**src/rtl/grid_access_arbiter.sv**
```systemverilog
// Grid access arbiter: round-robin access for NREQ requesters to a shared grid memory
// supporting read, write and an atomic claim (write-if-empty) operation.
module grid_access_arbiter #(
    parameter int unsigned   NREQ  = 4,
    parameter int unsigned   AW    = 12,
    parameter int unsigned   DW    = 32,
    parameter int unsigned   CELLS = 49,
    parameter logic [DW-1:0] EMPTY = 32'hFFFFFFFF
) (
    input  logic                clk,
    input  logic                reset,
    input  logic [NREQ-1:0]     req,
    input  logic [2*NREQ-1:0]   op,
    input  logic [AW*NREQ-1:0]  addr,
    input  logic [DW*NREQ-1:0]  wdata,
    output logic [NREQ-1:0]     gnt,
    output logic [NREQ-1:0]     done,
    output logic [DW-1:0]       rdata,
    output logic                claim_ok,
    output logic                err,
    output logic                busy,
    output logic                mem_re,
    output logic                mem_we,
    output logic [AW-1:0]       mem_addr,
    output logic [DW-1:0]       mem_din,
    input  logic [DW-1:0]       mem_dout
);

    localparam int unsigned IW        = (NREQ > 1) ? $clog2(NREQ) : 1;
    localparam logic [AW:0] CELLS_LIM = (AW+1)'(CELLS);

    localparam logic [1:0] S_IDLE    = 2'd0;
    localparam logic [1:0] S_ISSUE   = 2'd1;
    localparam logic [1:0] S_CAPTURE = 2'd2;
    localparam logic [1:0] S_RESP    = 2'd3;

    localparam logic [1:0] OP_WRITE  = 2'b01;
    localparam logic [1:0] OP_CLAIM  = 2'b10;

    logic [1:0]      r_state, w_state_nxt;
    logic [IW-1:0]   r_last, w_last_nxt;
    logic [IW-1:0]   r_idx, w_idx_nxt;
    logic [1:0]      r_op, w_op_nxt;
    logic [AW-1:0]   r_addr, w_addr_nxt;
    logic [DW-1:0]   r_wdata, w_wdata_nxt;

    logic [NREQ-1:0] r_done, w_done_nxt;
    logic [DW-1:0]   r_rdata, w_rdata_nxt;
    logic            r_claim_ok, w_claim_ok_nxt;
    logic            r_err, w_err_nxt;
    logic            r_busy, w_busy_nxt;
    logic            r_mem_re, w_mem_re_nxt;
    logic            r_mem_we, w_mem_we_nxt;
    logic [AW-1:0]   r_mem_addr, w_mem_addr_nxt;
    logic [DW-1:0]   r_mem_din, w_mem_din_nxt;

    logic            w_any;
    logic [IW-1:0]   w_pick;
    logic [1:0]      w_sel_op;
    logic [AW-1:0]   w_sel_addr;
    logic [DW-1:0]   w_sel_wdata;
    logic            w_sel_in_range;
    logic            w_r_in_range;

    // Round-robin search starting one past the last granted requester
    always_comb begin : p_arb
        int unsigned k;
        w_any  = 1'b0;
        w_pick = '0;
        k      = 0;
        for (int unsigned i = 0; i < NREQ; i++) begin
            k = 32'(r_last) + 32'd1 + i;
            if (k >= NREQ) k = k - NREQ;
            if (!w_any && req[IW'(k)]) begin
                w_any  = 1'b1;
                w_pick = IW'(k);
            end
        end
    end

    assign w_sel_op       = op[2*w_pick +: 2];
    assign w_sel_addr     = addr[AW*w_pick +: AW];
    assign w_sel_wdata    = wdata[DW*w_pick +: DW];
    assign w_sel_in_range = ({1'b0, w_sel_addr} < CELLS_LIM);
    assign w_r_in_range   = ({1'b0, r_addr} < CELLS_LIM);

    // Grant is the acceptance pulse of the IDLE cycle itself
    assign gnt = (r_state == S_IDLE && w_any && !reset) ? (NREQ'(1) << w_pick) : '0;

    // Next state and next registered outputs; outputs are computed on entry to each state
    always_comb begin : p_next
        w_state_nxt    = r_state;
        w_last_nxt     = r_last;
        w_idx_nxt      = r_idx;
        w_op_nxt       = r_op;
        w_addr_nxt     = r_addr;
        w_wdata_nxt    = r_wdata;
        w_done_nxt     = '0;
        w_rdata_nxt    = '0;
        w_claim_ok_nxt = 1'b0;
        w_err_nxt      = 1'b0;
        w_busy_nxt     = 1'b1;
        w_mem_re_nxt   = 1'b0;
        w_mem_we_nxt   = 1'b0;
        w_mem_addr_nxt = r_mem_addr;
        w_mem_din_nxt  = r_mem_din;

        case (r_state)
            S_IDLE: begin
                w_busy_nxt = 1'b0;
                if (w_any) begin
                    w_state_nxt    = S_ISSUE;
                    w_busy_nxt     = 1'b1;
                    w_last_nxt     = w_pick;
                    w_idx_nxt      = w_pick;
                    w_op_nxt       = w_sel_op;
                    w_addr_nxt     = w_sel_addr;
                    w_wdata_nxt    = w_sel_wdata;
                    w_mem_addr_nxt = w_sel_addr;
                    w_mem_din_nxt  = (w_sel_op == OP_WRITE) ? w_sel_wdata : '0;
                    if (w_sel_in_range) begin
                        w_mem_we_nxt = (w_sel_op == OP_WRITE);
                        w_mem_re_nxt = (w_sel_op != OP_WRITE);
                    end
                end
            end
            S_ISSUE: begin
                if (!w_r_in_range) begin
                    w_state_nxt = S_RESP;
                    w_done_nxt  = NREQ'(1) << r_idx;
                    w_err_nxt   = 1'b1;
                    w_rdata_nxt = EMPTY;
                end else if (r_op == OP_WRITE) begin
                    w_state_nxt = S_RESP;
                    w_done_nxt  = NREQ'(1) << r_idx;
                    w_rdata_nxt = r_wdata;
                end else begin
                    w_state_nxt = S_CAPTURE;
                end
            end
            S_CAPTURE: begin
                // Claim's conditional write lands in RESP with no gap for another requester
                w_state_nxt = S_RESP;
                w_done_nxt  = NREQ'(1) << r_idx;
                w_rdata_nxt = mem_dout;
                if (r_op == OP_CLAIM && mem_dout == EMPTY) begin
                    w_claim_ok_nxt = 1'b1;
                    w_mem_we_nxt   = 1'b1;
                    w_mem_din_nxt  = r_wdata;
                end
            end
            default: begin
                w_state_nxt    = S_IDLE;
                w_busy_nxt     = 1'b0;
                w_mem_addr_nxt = '0;
                w_mem_din_nxt  = '0;
            end
        endcase
    end

    always_ff @(posedge clk) begin
        if (reset) begin
            r_state    <= S_IDLE;
            r_last     <= IW'(NREQ - 1);
            r_idx      <= '0;
            r_op       <= '0;
            r_addr     <= '0;
            r_wdata    <= '0;
            r_done     <= '0;
            r_rdata    <= '0;
            r_claim_ok <= 1'b0;
            r_err      <= 1'b0;
            r_busy     <= 1'b0;
            r_mem_re   <= 1'b0;
            r_mem_we   <= 1'b0;
            r_mem_addr <= '0;
            r_mem_din  <= '0;
        end else begin
            r_state    <= w_state_nxt;
            r_last     <= w_last_nxt;
            r_idx      <= w_idx_nxt;
            r_op       <= w_op_nxt;
            r_addr     <= w_addr_nxt;
            r_wdata    <= w_wdata_nxt;
            r_done     <= w_done_nxt;
            r_rdata    <= w_rdata_nxt;
            r_claim_ok <= w_claim_ok_nxt;
            r_err      <= w_err_nxt;
            r_busy     <= w_busy_nxt;
            r_mem_re   <= w_mem_re_nxt;
            r_mem_we   <= w_mem_we_nxt;
            r_mem_addr <= w_mem_addr_nxt;
            r_mem_din  <= w_mem_din_nxt;
        end
    end

    assign done     = r_done;
    assign rdata    = r_rdata;
    assign claim_ok = r_claim_ok;
    assign err      = r_err;
    assign busy     = r_busy;
    assign mem_re   = r_mem_re;
    assign mem_we   = r_mem_we;
    assign mem_addr = r_mem_addr;
    assign mem_din  = r_mem_din;

endmodule

```
**config.mk**
```make
export PLATFORM = sky130hd
export DESIGN_NAME = grid_access_arbiter
export DESIGN_NICKNAME = d
export VERILOG_FILES = /design/src/rtl/grid_access_arbiter.sv
export SDC_FILE = /design/constraint.sdc
export NUM_CORES = 1
export LEC_CHECK = 0
export CAP_MARGIN = 10
export CORE_ASPECT_RATIO = 0.5
export CORE_MARGIN = 1
export CORE_UTILIZATION = 41
export DETAILED_ROUTE_END_ITERATION = 12
export GPL_TIMING_DRIVEN = 0
export PLACE_DENSITY = 0.81
export SLEW_MARGIN = 20
export SYNTH_ARGS = -nofsm -noshare
export SYNTH_HDL_FRONTEND = slang
export SYNTH_SLANG_ARGS = --single-unit
```
**constraint.sdc**
```tcl
create_clock -name clk -period 3.4 [get_ports clk]
set_clock_uncertainty 0.15 [all_clocks]
set_input_delay 0.68 -clock clk [delete_from_list [all_inputs] [get_ports clk]]
set_output_delay 0.68 -clock clk [all_outputs]
set_load 0.03 [all_outputs]
```
Word-level counts from Yosys, hierarchy flattened
Index checks and enable logic that the tools add are counted.
- $add $sub $neg: 8
- $mul: 1
- $lt $le $gt $ge: 10
- equality and inequality tests: 9
- shift operators: 5
- multiplexer cells: 44
- bitwise logic cells: 6
- reduce and logical (&&, ||, !) cells: 18
- operator list (kind ; count):
    $mux W32 ; 5
    $shiftx A128 B8 Y32 ; 1
    $pmux W32 S3 ; 1
    $pmux W32 S2 ; 1
    $shiftx A48 B7 Y12 ; 1
    $eq A32 B32 Y1 const B ; 1
    $lt A12 B6 Y1 const B ; 2
    $pmux W12 S2 ; 1
    $mux W2 ; 9
    $mux W1 ; 15
    $ge A4 B3 Y1 const B ; 3
    $lt A2 B3 Y1 const B ; 4
    $mux W12 ; 1
    $mux W4 ; 3
    $add A3 B2 Y4 const B ; 2
    $bmux W1 S2 ; 4
    $pmux W4 S2 ; 1
    $shiftx A8 B4 Y2 ; 1
    $shl A1 B2 Y4 const A ; 2
    $sub A2 B1 Y2 const B ; 4
    $eq A2 B1 Y1 const B ; 3
    $logic_and A1 B1 Y1 ; 6
    $not A1 Y1 ; 6
    $pmux W2 S3 ; 1
    other kinds (14) ; 23
- bits in registers: 137
- input port bits: 222
- output and inout port bits: 89
- word-level logic and storage cells: 116

Longest topological paths before layout
- word-level depth: 21
- gate-level depth with buffers: 11
- mapped depth without buffers: 8

Worst setup path before layout
OpenSTA, ideal clock, no wires.
- kind: input-to-output
- start: in req[2]
- end: out gnt[0]
- arrival time: 2.237 ns
- slack: 0.333 ns
- stages on the path: 7
- cell sequence: buf_2 o21bai_1 a311o_1 buf_2 buf_1 clkbuf_1 and3_1
- cells in the longest elaborated chain, start to end: 15
- elaborated cells between the ends (all ways): 26
- ends and longest elaborated chain (what ; line ; text):
    start: declaration ; 12 ; input logic [NREQ-1:0] req,
    $bmux W1 S2 ; 74 ; if (!w_any && req[IW'(k)]) begin
    $mux W1 (not written as such) ; 74 ;
    $mux W1 ; 74 ;
    $logic_not A1 Y1 ; 74 ;
    $logic_and A1 B1 Y1 ; 74 ;
    $mux W1 ; 74 ;
    $logic_not A1 Y1 ; 74 ;
    $logic_and A1 B1 Y1 ; 74 ;
    $mux W1 ; 74 ;
    $logic_not A1 Y1 ; 74 ;
    $logic_and A1 B1 Y1 ; 74 ;
    $mux W1 ; 74 ;
    $logic_and A1 B1 Y1 (2 in series) ; 88 ; assign gnt = (r_state == S_IDLE && w_any && !reset) ? (NREQ'(1) << w_pick) : '0;
    $mux W4 * ; 88 ;
    end: declaration ; 16 ; output logic [NREQ-1:0] gnt,
Mark *: on every way between the ends. The rest lies on a longest branch, timed or not. The select of a mux whose other input is x is not followed.

Worst setup path in the final report
- start: in req[3]
- end: out gnt[1]
Same word-level chain as after synthesis.

==> results.cfg <==
[cts]
worstSkewPairLatency_ns = 0.42
htree_levels = 4
cts_buffer_depth = 2
cts_num_sinks = 137
cts_buffers = 17
cts_root_buffer = clkbuf_16
cts_hold_buf = 0
cts_tree = built
clkTransAtPathRegs_ns = 0.06

[grt]
grt_pass1_wl_um = 40630
grt_overflow = 0
antenna_found_initial = 0
grt_max_degree = 17
track_usage = 0.3207
grt_pass1_vias = 7408

[setup_path]
end_kind = output port
cp.arrival_ns = 2.40
crit_cells = 6
path_max_fanout = 9
critical_path_buf_inv_count = 3
r2r_cells = 8
cp_top_family = buffers and inverters
critPathLaunchType = primary input
reg2reg_slack_ns = 0.25
crit_chain = dlygate4sd2_1 -> buf_6 -> o21ai_0 -> a22oi_1 -> nor2_1 -> clkdlybuf4s50_1
slowest_delay_ns = 0.69
crit_type = in -> out
slowest_stage = clkdlybuf4s50_1
cp_data_required_time_ns = 2.57

[layout]
nFillCells = 1215
fin_util = 0.6795
multi_input_area_um2 = 3356
syn_to_final_growth_pct = 61.84
antenna_cells = 0
final_common_cell = clkdlybuf4s50_1
final_cell_mix = 304 x clkdlybuf4s50_1, 149 x nand2_1, 137 x dfxtp_1
layout.nets = 1327
stdcell_area_um2 = 10480
layout-drive-gt1-share = 0.06655
fin_cells = 1316
ff_latch_area_um2 = 2743

[yosys]
syn-num-nets = 997
synth_top_area_cell = dfxtp_1
synth_edf_count = 0
synth_cell_types = 54
yosysWarnings = 0
synth.top_cells.by_area = dfxtp_1 42%, nand2_1 8.6%, a222oi_1 4.9%, a21oi_1 4.8%, nor2_1 4.0%
ys_ff_latch = 137
synthFlopType = dfxtp_1
synth-seq-area-share = 0.4237
synthArstFlopShare = 0
syn_inst = 771
syn-mean-instance-area_um2 = 8.395
netlist_area_um2 = 6472
yosys.area.top_type_share = 0.4237

[routing]
postRouteWirelength_um = 26800
route.detailed.drc = 9
dr_total_vias = 7747
via_per_inst = 5.887
wl_per_cell_um = 20.37
drt.antenna.violating_nets = 0
first_pass_iters = 12
first_iter_violations = 861

[floorplanning]
initial_core_util = 0.4199
die-area_um2 = 16320
die_w_um = 179.7
io_pins = 311
rows = 32
die_h_um = 90.85
core_um2 = 15410

[timing]
relSlewSlack = 0.5171
finalHoldViolCount = 0
tightest_slew_ns = 0.7243
fin_crit_sh = 0.9491
finalSetupViolCount = 0
final_max_slew_viol_count = 0
fin_tns_setup_ns = 0
whs_ns = 0.3185
rsz0062_at_grt = false
clock.fmax_mhz = 309.9
min_period_ns = 3.227

[power_and_ir_drop]
irDropWorstVdd_uv = 616.4
leakage_nw = 3.887
p_per_area_nw_per_um2 = 924.7

[hold_path]
worstHoldPathCells = 2
hp-class = reg -> reg

[placement]
placed_area_um2 = 9801
dp.cells = 1282
io_buffers = 307
hpwlAfterDp_um = 20750
gp_congestion = 0.9175

[outcome]
status = finished, violations left
violations = DRC

[run]
maxCapViolCount = 0
layer usage:
metal / vias up / GRT usage / wire [um]
li1: 3542 / - / -
met1: 3733 / 0.4055 / 11120
met2: 420 / 0.5436 / 12660
met3: 52 / 0.06935 / 2331
met4: 0 / 0.1078 / 697
met5: - / 0 / 0
worst register-to-register path: stages (launching register included):
cell and delay (ns):
dfxtp_1 0.31, clkbuf_1 0.22, o2bb2ai_1 0.22, a22oi_1 0.48
o221ai_1 0.27, nor4b_2 0.52, clkbuf_1 0.47, a21boi_0 0.25
o221a_1 0.22
through the flow:
stage	power, mW	setup WS [ns]
floorplan	5.656	0.3335
global placement	7.402	-1.286
detailed placement	7.540	-1.294
CTS	9.580	0.2154
global route	10.17	0.06936
finish	9.686	0.1732
Yosys cell counts (2+ instances only):
master,number
a21oi_1,62
nor2_1,69
nor3_1,15
o22ai_1,5
a222oi_1,32
nand4b_1,3
o221ai_1,2
buf_6,4
o21ai_0,22
buf_2,8
a311oi_1,20
a22oi_1,29
clkbuf_1,50
mux2i_1,2
nor4_1,3
buf_4,4
or3_1,3
nor2b_1,5
a221oi_1,11
nor4b_1,2
o211ai_1,2
o221a_1,16
a211oi_1,10
a22o_1,10
nand2b_1,3
and3_1,2
o21bai_1,3
nand2_1,149
a21boi_0,18
a211oi_2,12
inv_1,11
buf_1,9
dfxtp_1,137
a311o_1,2
a21boi_1,3
ha_1,4
nand4_1,7
and3b_1,3
o221a_2,4
power by group:
part           leakage [nW]  total (mW)  switching [mW]  internal, mW
logic                  2.47        5.14            3.17          1.98
clock network         0.292        1.93           0.715          1.22
registers              1.13        2.61           0.413          2.20
total                  3.89        9.69            4.29          5.39
cell type report:
cell class                 instances  area share
inverter                          11    0.003942
clock buffer                      18     0.04097
buffer                            75     0.03476
timing repair buffer             311      0.2969
clock inverter                    12     0.01684
multi-input combinational        548      0.3204
tap                              204     0.02437
sequential                       137      0.2618
logic make-up (layout without fill, tap and decap cells):
kind of cell / Yosys count / count (layout) / synth area share
muxes: 2 / 2 / 0.003093
adders and majority gates: 4 / 4 / 0.007733
AOI/OAI and AO/OA: 268 / 268 / 0.3228
and+or+nand+nor: 274 / 274 / 0.1842
buffers and inverters: 86 / 427 / 0.05838
DFF: 137 / 137 / 0.4237
sequential cells by signal (all words and copies together), names as in the netlist:
register  count
mem_we        1
err           1
busy          1
r_idx         2
r_addr       12
r_wdata      32
mem_din      32
done          4
claim_ok      1
mem_addr     12
r_state       2
r_last        2
r_op          2
mem_re        1
rdata        32
timing repair:
item / CTS / global route
buffers inserted: 4 / 0
endpoints found under the setup margin: 13 / 0
resized for setup: 18 / 0
hold endpoints to repair: 0 / 0
path summary, 6_finish.rpt:
path / endpoint / start
min reg2reg: r_addr[5] / r_addr[5]
max reg2reg: mem_din[29] / r_last[0]
min: r_addr[5] / r_addr[5]
max: gnt[1] / req[3]
Power figures use the tool's default switching activity.
